File: src/rtl/esn_reservoir_core.sv
// Time-multiplexed echo-state reservoir core.
// One shared MAC walks the weight RAM row by row. Each sample computes, for every neuron i,
//   x'[i] = sat((sum_j W[i][j]*x[j] + Win[i]*u) >>> FRAC)
// A new state vector is committed atomically at the end of the step.
module esn_reservoir_core #(
  parameter int DW   = 16,
  parameter int N    = 8,
  parameter int FRAC = 8,
  parameter int TW   = 6,
  parameter int CW   = 16
) (
  input  logic                      clk,
  input  logic                      rst,
  input  logic                      u_valid,
  output logic                      u_ready,
  input  logic signed [DW-1:0]      u_data,
  input  logic [TW-1:0]             u_tag,
  input  logic                      w_we,
  input  logic [$clog2(N)-1:0]      w_row,
  input  logic [$clog2(N+1)-1:0]    w_col,
  input  logic signed [DW-1:0]      w_data,
  output logic                      w_err,
  input  logic                      clr_state,
  output logic                      x_valid,
  output logic [N*DW-1:0]           xstate,
  output logic [TW-1:0]             x_tag,
  output logic [CW-1:0]             step_cnt
);

  localparam int RW  = $clog2(N);
  localparam int CLW = $clog2(N+1);
  localparam int MD  = N * (N + 1);          // weight RAM depth: N rows of N recurrent + 1 input weight
  localparam int AWI = $clog2(MD);
  localparam int PW  = 2 * DW;               // full product width
  localparam int AW  = 2 * DW + CLW;         // accumulator wide enough for N+1 full products

  typedef enum logic {S_IDLE, S_MAC} state_t;

  state_t state_q, state_d;

  // Weight RAM, flattened as row*(N+1)+col; col==N holds Win[row]
  logic signed [DW-1:0] mem_q [MD];
  logic signed [DW-1:0] mem_d [MD];
  logic signed [DW-1:0] rd_q, rd_d;
  logic [AWI-1:0]       rd_addr;
  logic [AWI-1:0]       w_addr;

  // Step sequencing
  logic [AWI-1:0]       idx_q, idx_d;
  logic [RW-1:0]        row_q, row_d;
  logic [CLW-1:0]       col_q, col_d;

  // Arithmetic
  logic signed [AW-1:0] acc_q, acc_d;
  logic signed [AW-1:0] sum;
  logic signed [AW-1:0] shifted;
  logic signed [PW-1:0] prod;
  logic signed [DW-1:0] opnd;
  logic signed [DW-1:0] result;
  logic                 fits;

  // Latched sample and state vectors
  logic signed [DW-1:0] u_q, u_d;
  logic [TW-1:0]        tag_q, tag_d;
  logic signed [DW-1:0] xs_q [N];
  logic signed [DW-1:0] xs_d [N];
  logic signed [DW-1:0] xn_q [N];
  logic signed [DW-1:0] xn_d [N];
  logic [TW-1:0]        x_tag_q, x_tag_d;
  logic [CW-1:0]        cnt_q, cnt_d;
  logic                 xv_q, xv_d;
  logic                 werr_q, werr_d;

  // Control decodes
  logic w_bad, w_ok, accept, last_col, last_row;

  assign accept   = (state_q == S_IDLE) && u_valid && !clr_state;
  assign last_col = (col_q == CLW'(N));
  assign last_row = (row_q == RW'(N - 1));

  // Weight writes: only in IDLE and only to existing coordinates
  assign w_bad  = w_we && ((state_q == S_MAC) || (int'(w_row) >= N) || (int'(w_col) > N));
  assign w_ok   = w_we && !w_bad;
  assign w_addr = AWI'(w_row) * AWI'(N + 1) + AWI'(w_col);

  // FSM state register
  always_ff @(posedge clk) begin
    if (rst) state_q <= S_IDLE;
    else     state_q <= state_d;
  end

  // FSM next-state logic
  always_comb begin
    state_d = state_q;
    case (state_q)
      S_IDLE:  if (accept) state_d = S_MAC;
      S_MAC:   if (last_col && last_row) state_d = S_IDLE;
      default: state_d = S_IDLE;
    endcase
  end

  // FSM outputs
  always_comb begin
    u_ready = (state_q == S_IDLE);
  end

  // RAM write port: next contents of the weight array
  always_comb begin
    mem_d = mem_q;
    if (w_ok) mem_d[w_addr] = w_data;
  end

  // RAM read address runs one entry ahead of the MAC so rd_q always holds the current weight
  always_comb begin
    rd_addr = '0;
    if (state_q == S_MAC && idx_q != AWI'(MD - 1)) rd_addr = idx_q + AWI'(1);
    rd_d = mem_q[rd_addr];
  end

  // Shared MAC with arithmetic shift and saturation of each finished row
  always_comb begin
    opnd    = last_col ? u_q : xs_q[col_q[RW-1:0]];
    prod    = rd_q * opnd;
    sum     = acc_q + {{CLW{prod[PW-1]}}, prod};
    shifted = sum >>> FRAC;
    fits    = (&shifted[AW-1:DW-1]) || !(|shifted[AW-1:DW-1]);
    if (fits)                result = shifted[DW-1:0];
    else if (shifted[AW-1])  result = {1'b1, {(DW-1){1'b0}}};
    else                     result = {1'b0, {(DW-1){1'b1}}};
  end

  // Datapath next-state: sample latch, sequencing, row results and atomic commit
  always_comb begin
    u_d     = u_q;
    tag_d   = tag_q;
    row_d   = row_q;
    col_d   = col_q;
    idx_d   = idx_q;
    acc_d   = acc_q;
    xn_d    = xn_q;
    xs_d    = xs_q;
    x_tag_d = x_tag_q;
    cnt_d   = cnt_q;
    xv_d    = 1'b0;
    werr_d  = w_bad;
    if (state_q == S_IDLE) begin
      if (clr_state) begin
        for (int i = 0; i < N; i++) xs_d[i] = '0;
      end else if (u_valid) begin
        u_d   = u_data;
        tag_d = u_tag;
        row_d = '0;
        col_d = '0;
        idx_d = '0;
        acc_d = '0;
      end
    end else begin
      idx_d = idx_q + AWI'(1);
      if (last_col) begin
        xn_d[row_q] = result;
        acc_d       = '0;
        col_d       = '0;
        row_d       = row_q + RW'(1);
        if (last_row) begin
          // The last row's result is still combinational here, so splice it in directly
          xs_d        = xn_q;
          xs_d[N-1]   = result;
          x_tag_d     = tag_q;
          cnt_d       = cnt_q + CW'(1);
          xv_d        = 1'b1;
        end
      end else begin
        acc_d = sum;
        col_d = col_q + CLW'(1);
      end
    end
  end

  // Datapath registers
  always_ff @(posedge clk) begin
    if (rst) begin
      u_q     <= '0;
      tag_q   <= '0;
      row_q   <= '0;
      col_q   <= '0;
      idx_q   <= '0;
      acc_q   <= '0;
      rd_q    <= '0;
      x_tag_q <= '0;
      cnt_q   <= '0;
      xv_q    <= 1'b0;
      werr_q  <= 1'b0;
      for (int i = 0; i < N; i++) begin
        xs_q[i] <= '0;
        xn_q[i] <= '0;
      end
    end else begin
      u_q     <= u_d;
      tag_q   <= tag_d;
      row_q   <= row_d;
      col_q   <= col_d;
      idx_q   <= idx_d;
      acc_q   <= acc_d;
      rd_q    <= rd_d;
      x_tag_q <= x_tag_d;
      cnt_q   <= cnt_d;
      xv_q    <= xv_d;
      werr_q  <= werr_d;
      xs_q    <= xs_d;
      xn_q    <= xn_d;
    end
  end

  // Weight RAM storage; cleared by reset so a fresh core computes from all-zero weights
  genvar gi;
  generate
    for (gi = 0; gi < MD; gi++) begin : g_mem
      always_ff @(posedge clk) begin
        if (rst) mem_q[gi] <= '0;
        else     mem_q[gi] <= mem_d[gi];
      end
    end
  endgenerate

  // Flatten the committed state onto the output bus
  generate
    for (gi = 0; gi < N; gi++) begin : g_xout
      assign xstate[gi*DW +: DW] = xs_q[gi];
    end
  endgenerate

  assign x_valid  = xv_q;
  assign w_err    = werr_q;
  assign x_tag    = x_tag_q;
  assign step_cnt = cnt_q;

endmodule

File: config.mk
export PLATFORM = sky130hd
export DESIGN_NAME = esn_reservoir_core
export DESIGN_NICKNAME = d
export VERILOG_FILES = /design/src/rtl/esn_reservoir_core.sv
export SDC_FILE = /design/constraint.sdc
export NUM_CORES = 2
export LEC_CHECK = 0
export BUFFER_PORTS_ARGS = -buffer_cell sky130_fd_sc_hd__buf_2
export CORE_ASPECT_RATIO = 0.6
export CORE_MARGIN = 2
export CORE_UTILIZATION = 26
export CTS_CLUSTER_DIAMETER = 120
export CTS_CLUSTER_SIZE = 12
export DETAILED_ROUTE_END_ITERATION = 8
export GPL_TIMING_DRIVEN = 0
export REMOVE_ABC_BUFFERS = 1
export SYNTH_ARGS = -nofsm -noshare
export SYNTH_HDL_FRONTEND = slang
export SYNTH_SLANG_ARGS = --single-unit
File: constraint.sdc
create_clock -name clk -period 34.7 [get_ports clk]
set_input_delay 3.47 -clock clk [delete_from_list [all_inputs] [get_ports clk]]
set_output_delay 3.47 -clock clk [all_outputs]
set_load 0.01 [all_outputs]
---- After elaboration in Yosys (flattened, before gate mapping) ----
Cells that the tools add are included.
cells by class
  $add $sub $neg .......................... 6
  $mul .................................... 2
  order comparisons ....................... 7
  equal/unequal tests ..................... 6
  muxes and demuxes ....................... 39
  bitwise gates (word level) .............. 7
  reductions and logical operators ........ 24
operators with widths
  cell                   number
  $bwmux 1152            1
  $mux 128               4
  $mux 16                9
  $mux 36                4
  $bwmux 128             1
  $bmux 16 s7            1
  $demux 16 s7           1
  $bmux 16 s3            1
  $demux 16 s3           1
  $add 36x36->36         1
  $mul 16x16->32         1
  $mux 7                 4
  $add 16x1->16 const B  1
  $ge 8x8->1 const B     2
  $mux 4                 4
  $not 7->8              2
  $reduce_and 13->1      1
  $reduce_or 13->1       1
  $mux 3                 4
  $reduce_and 3->1       4
  $ge 4x4->1 const B     2
  $logic_and 1x1->1      8
  $lt 8x1->1 const B     1
  $not 3->4              2
  19 further kinds       30
storage, ports and cells
  bits in registers ....................... 1,521
  output and inout bits ................... 153

---- Longest topological paths before layout ----
  depth after elaboration ................. 14
  depth in mapped cells ................... 46
  gate-level depth less buffers ........... 40

---- Worst setup path after synthesis ----
Ideal clock, no wire load.
  path kind ............................... register to register
  from .................................... register col_q[0]
  to ...................................... register xn_q[122] (netlist name)
  setup time .............................. 0.061 ns
  arrival time ............................ 12.433 ns
  data required time ...................... 34.639 ns
  path slack .............................. 22.206 ns
  cell stages (with the launch flop) ...... 43
  period minus slack after synthesis ...... 12.494 ns
  cells stage by stage .................... dfxtp_1 > clkbuf_1 > buf_1 > clkbuf_1 > inv_1 > ha_1 > nand2_1 > clkbuf_1 > buf_1 > mux2i_1 > o21ai_0 > clkbuf_1 > nand2_1 > fa_1 > fa_1 > fa_1 > fa_1 > inv_1 > (+7 left out) > o21ai_0 > a311oi_1 > a211o_1 > nand3_1 > a31o_2 > a21oi_1 > xnor2_1 > ha_1 > and2_1 > a221o_1 > a221oi_1 > mux2_2 > a311oi_1 > and4_2 > nand4_1 > a21oi_1 > buf_2 > o221a_1
between the ends
  word-level cells in the longest chain between the ends .. 12
ends and longest elaborated chain
  what                                         RTL line  text
  from (decl)                                  51        logic [CLW-1:0] col_q, col_d;
  from (signal assigned)                       201       col_q <= col_d;
  $not 3->4 (implied by the code)              122       opnd = last_col ? u_q : xs_q[col_q[RW-1:0]];
  $bmux 16 s3                                  122
  $mux 16 (implied by the code) (2 in series)  122
  $mux 16                                      122
  $mul 16x16->32                               123       prod = rd_q * opnd;
  $add 36x36->36                               124       sum = acc_q + {{CLW{prod[PW-1]}}, prod};
  $reduce_or 13->1                             126       fits = (&shifted[AW-1:DW-1]) || !(|shifted[AW-1:DW-1]);
  $logic_not 1->1                              126
  $logic_or 1x1->1                             126
  $mux 16                                      127       if (fits) result = shifted[DW-1:0];
  $bwmux 128                                   160       xn_d[row_q] = result;
  to (signal assigned)                         210       xn_q <= xn_d;
  to (decl)                                    67        logic signed [DW-1:0] xn_q [N];
Parallel ways exist; a longest one is shown, timed or not. The select of a mux whose other input is x is not followed.
A chain may end at the register's enable or synchronous reset.

---- Worst setup path in the final report ----
  from .................................... register col_q[0]
  to ...................................... register xn_q[17] (netlist name)
The elaborated chain is that of the path after synthesis.

==> out/qor.yml <==
ir_drop_uv: 34.7
outcome: "finished, violations left"
drtIter0Drc: 8195
synthDistinctLibCells: 87
avgSynthCellArea_sq_um: 7.89
critPathLaunchType: "flip-flop"
hp-class: "reg -> reg"
ant_nets: 0
grt_pass1_wl_um: 396000
worst_slew_pin_slew_ns: 1.50
critPathArrivalTime_ns: 14.50
layout_setup_ws_ns: 20.91
fp.dieH_um: 422
pre_cts_ws_ns: 21.23
cts_tree: "done"
final.setup_skew_ns: 0.109
cp.depth: 35
clockBufferDepth: 4
post_synth_instance_area_sq_um: 75700
period_needed_ns: 13.79
violations: "capacitance limit, slew limit"
drt_wl_total_um: 263000
dp_hpwl_um: 173000
rr_endpoint: "xn_q[17]$_SDFFE_PP0P_"
crit_buf_inv: 4
rsz0062_at_grt: "false"
holdBufCountCts: 0
netlist_instances: 9597
path_common_cell: "fa_1"
holdWs_ns: 0.428
design_area_sq_um: 85300
max_stage_delay_ns: 1.02
yosys_warnings: 0
syn_to_final_growth_pct: 12.7
cts_root_buffer: "clkbuf_16"
clk_pin_slew_ns: 0.06
yosysMostFrequentCell: "nand2_1"
cts_buffers: 153
postCtsSetupBuffers: 0
grt_antenna_before_repair: 7
slew_headroom: -0.00150
synth-edff-count: 0
nFillCells: 30817
setup_viol: 0
reg2reg_depth: 35
multi_input_area_sq_um: 41800
dieWidth_um: 701
post_cts_resized: 0
grt_max_degree: 204
io_buffers: 202
netlist_top_cells_area: "dfxtp_1 40%, nand2_1 16%, a21oi_1 7.9%, fa_1 7.0%, clkbuf_1 3.3%"
cp_max_fo: 21
initial_core_util: 0.261
ys.flop_type: "dfxtp_1"
worstSkewPairLatency_ns: 0.87
critPathTopFamily: "compound AO/OA/AOI/OAI gates"
drv_slew: 1
critPathLaunch: "col_q[0]$_SDFFE_PP0P_"
powerDensity_nw_per_um2: 40.7
power.leakage_nw: 30.9
remaining_drc_errors: 0
synth_largest_area_cell: "dfxtp_1"
hold_viol: 0
cp_slowest_cell: "a21oi_2"
nNetsFinal: 9752
routedWlPerCell_um: 19.9
period_share: 0.398
cp-endpoint: "xn_q[17]$_SDFFE_PP0P_"
grt_usage: 0.171
gp_congestion: 0.866
vias_per_cell: 5.09
die_area_sq_um: 296000
crit_type: "reg -> reg"
placed_cell_area_sq_um: 81200
synth_top_cell_area_share: 0.398
synth_async_sr_flop_share: 0
reg2reg_from: "col_q[0]$_SDFFE_PP0P_"
cts_sinks: 1505
dr.pass1.iters: 6
pin_count: 203
fin_util: 0.294
cts-htree-levels: 4
drive_gt1_frac: 0.0744
coreArea_sq_um: 290000
rows: 153
fmax_mhz: 72.5
overflow: 0
rrSetupSlack_ns: 20.91
vias: 67116
yosysSeqAreaShare: 0.398
yosys_register_bits: 1505
grt_pass1_vias: 61033
maxCapViolCount: 3
ys_top_cells_by_count: "3178 x nand2_1, 1505 x dfxtp_1, 1197 x a21oi_1, 672 x clkbuf_1, 392 x nor2_1"
required_ns: 35.41
cp-end-kind: "flip-flop"
regArea_sq_um: 30100
stage by stage:
step	instances	TNS, ns	power (mW)
after floorplan	8835	0	1.87
after global placement	12912	-5753.66	2.01
after detailed placement	13016	0	2.00
after CTS	13180	0	3.48
after global routing	13189	0	3.56
final	13189	0	3.47
worst min path at each step:
stage	start	end	slack [ns]	depth (start not counted)
after floorplan	tag_q[0]$_SDFFE_PP0P_	x_tag[0]$_SDFFE_PP0P_	0.43	2
after CTS	xn_q[94]$_SDFFE_PP0P_	xstate[46]$_SDFFE_PP0P_	0.41	1
after detailed placement	mem_q[480]$_SDFFE_PP0P_	mem_q[480]$_SDFFE_PP0P_	0.45	2
final	xn_q[94]$_SDFFE_PP0P_	xstate[46]$_SDFFE_PP0P_	0.43	1
after global placement	x_tag[5]$_SDFFE_PP0P_	x_tag[5]$_SDFFE_PP0P_	0.44	2
after global routing	xn_q[78]$_SDFFE_PP0P_	xstate[62]$_SDFFE_PP0P_	0.45	1
report_power, final:
group	total [mW]	leakage (nW)	switching (mW)	internal (mW)
sequential	1.74	12.1	0.00685	1.73
clock	1.50	1.96	0.703	0.794
combinational	0.229	16.9	0.176	0.0530
total	3.47	30.9	0.886	2.58
kinds of logic (layout without fill, tap and decap cells):
kind of cell,count (synthesis),after routing,synth area share
AO/OA/AOI/OAI,1992,1992,0.166
XOR/XNOR,97,97,0.0112
adder cells (fa/ha/maj),399,399,0.0921
buffers and inverters,1081,796,0.0548
flip-flops,1505,1505,0.398
multiplexers,306,306,0.0511
other,0,2,0
AND/OR/NAND/NOR,4217,4217,0.227
metal layers:
metal,GRT usage,routed length (um),vias to the layer above,part of all wire
met5,0,12,-,0.000046
met1,0.268,126000,32354,0.48
met4,0.0362,5430,2,0.021
met3,0.0497,31100,334,0.12
met2,0.223,99700,2989,0.38
li1,-,-,31437,-
cell usage in the layout, fill, tap and decap left out, types with 24 or more instances in the layout:
master     Yosys  layout
buf_8          0      24
ha_1         135     135
buf_12         0      30
buf_16         0      45
fa_1         264     264
mux2i_1      241     241
o21ai_0       81      68
mux4_2        64      64
nor2_2         0      32
buf_2         17     185
nand2_1     3178    3172
xor2_1        35      35
a21oi_1     1197    1194
and3_1        91      91
dfxtp_1     1505    1502
and2_1       125     123
a311oi_1     147     142
clkbuf_16      0     156
a31oi_1       39      37
o221a_1       40      40
a22o_1       113     113
nor3_1        58      53
inv_1        317     317
a221oi_1      36      36
o221ai_1      33      33
nand3_1      254     253
nor2_1       392     356
a22oi_1       70      70
xnor2_1       62      62
a211oi_1      66      65
area by class of cell:
| class | instances | area share |
|---|---|---|
| inverters | 319 | 0.0141 |
| repair buffers | 313 | 0.0395 |
| clock inverters | 8 | 0.000851 |
| flip-flops and latches | 1505 | 0.353 |
| diodes | 2 | 0.0000587 |
| clock buffers | 156 | 0.0458 |
| multi-input cells | 7011 | 0.490 |
| well taps | 3875 | 0.0568 |
flip-flops by register name (all words and copies together) (netlist names):
register / count
w_err: 1
acc_q: 36
xn_q: 112
state_q: 1
step_cnt: 16
mem_q: 1152
idx_q: 7
rd_q: 16
xstate: 128
x_tag: 6
u_q: 16
row_q: 3
x_valid: 1
col_q: 4
tag_q: 6
worst register-to-register path: cells and delay by family (launching register included):
kind / cells / cell delay [ns]
flip-flops: 1 / 0.57
AO/OA/AOI/OAI: 12 / 5.42
AND/OR/NAND/NOR: 7 / 2.78
adder cells (fa/ha/maj): 9 / 3.81
multiplexers: 2 / 0.68
buffers and inverters: 4 / 0.23
XOR/XNOR: 1 / 0.18
Note: power is estimated with default switching activity, not from simulation.
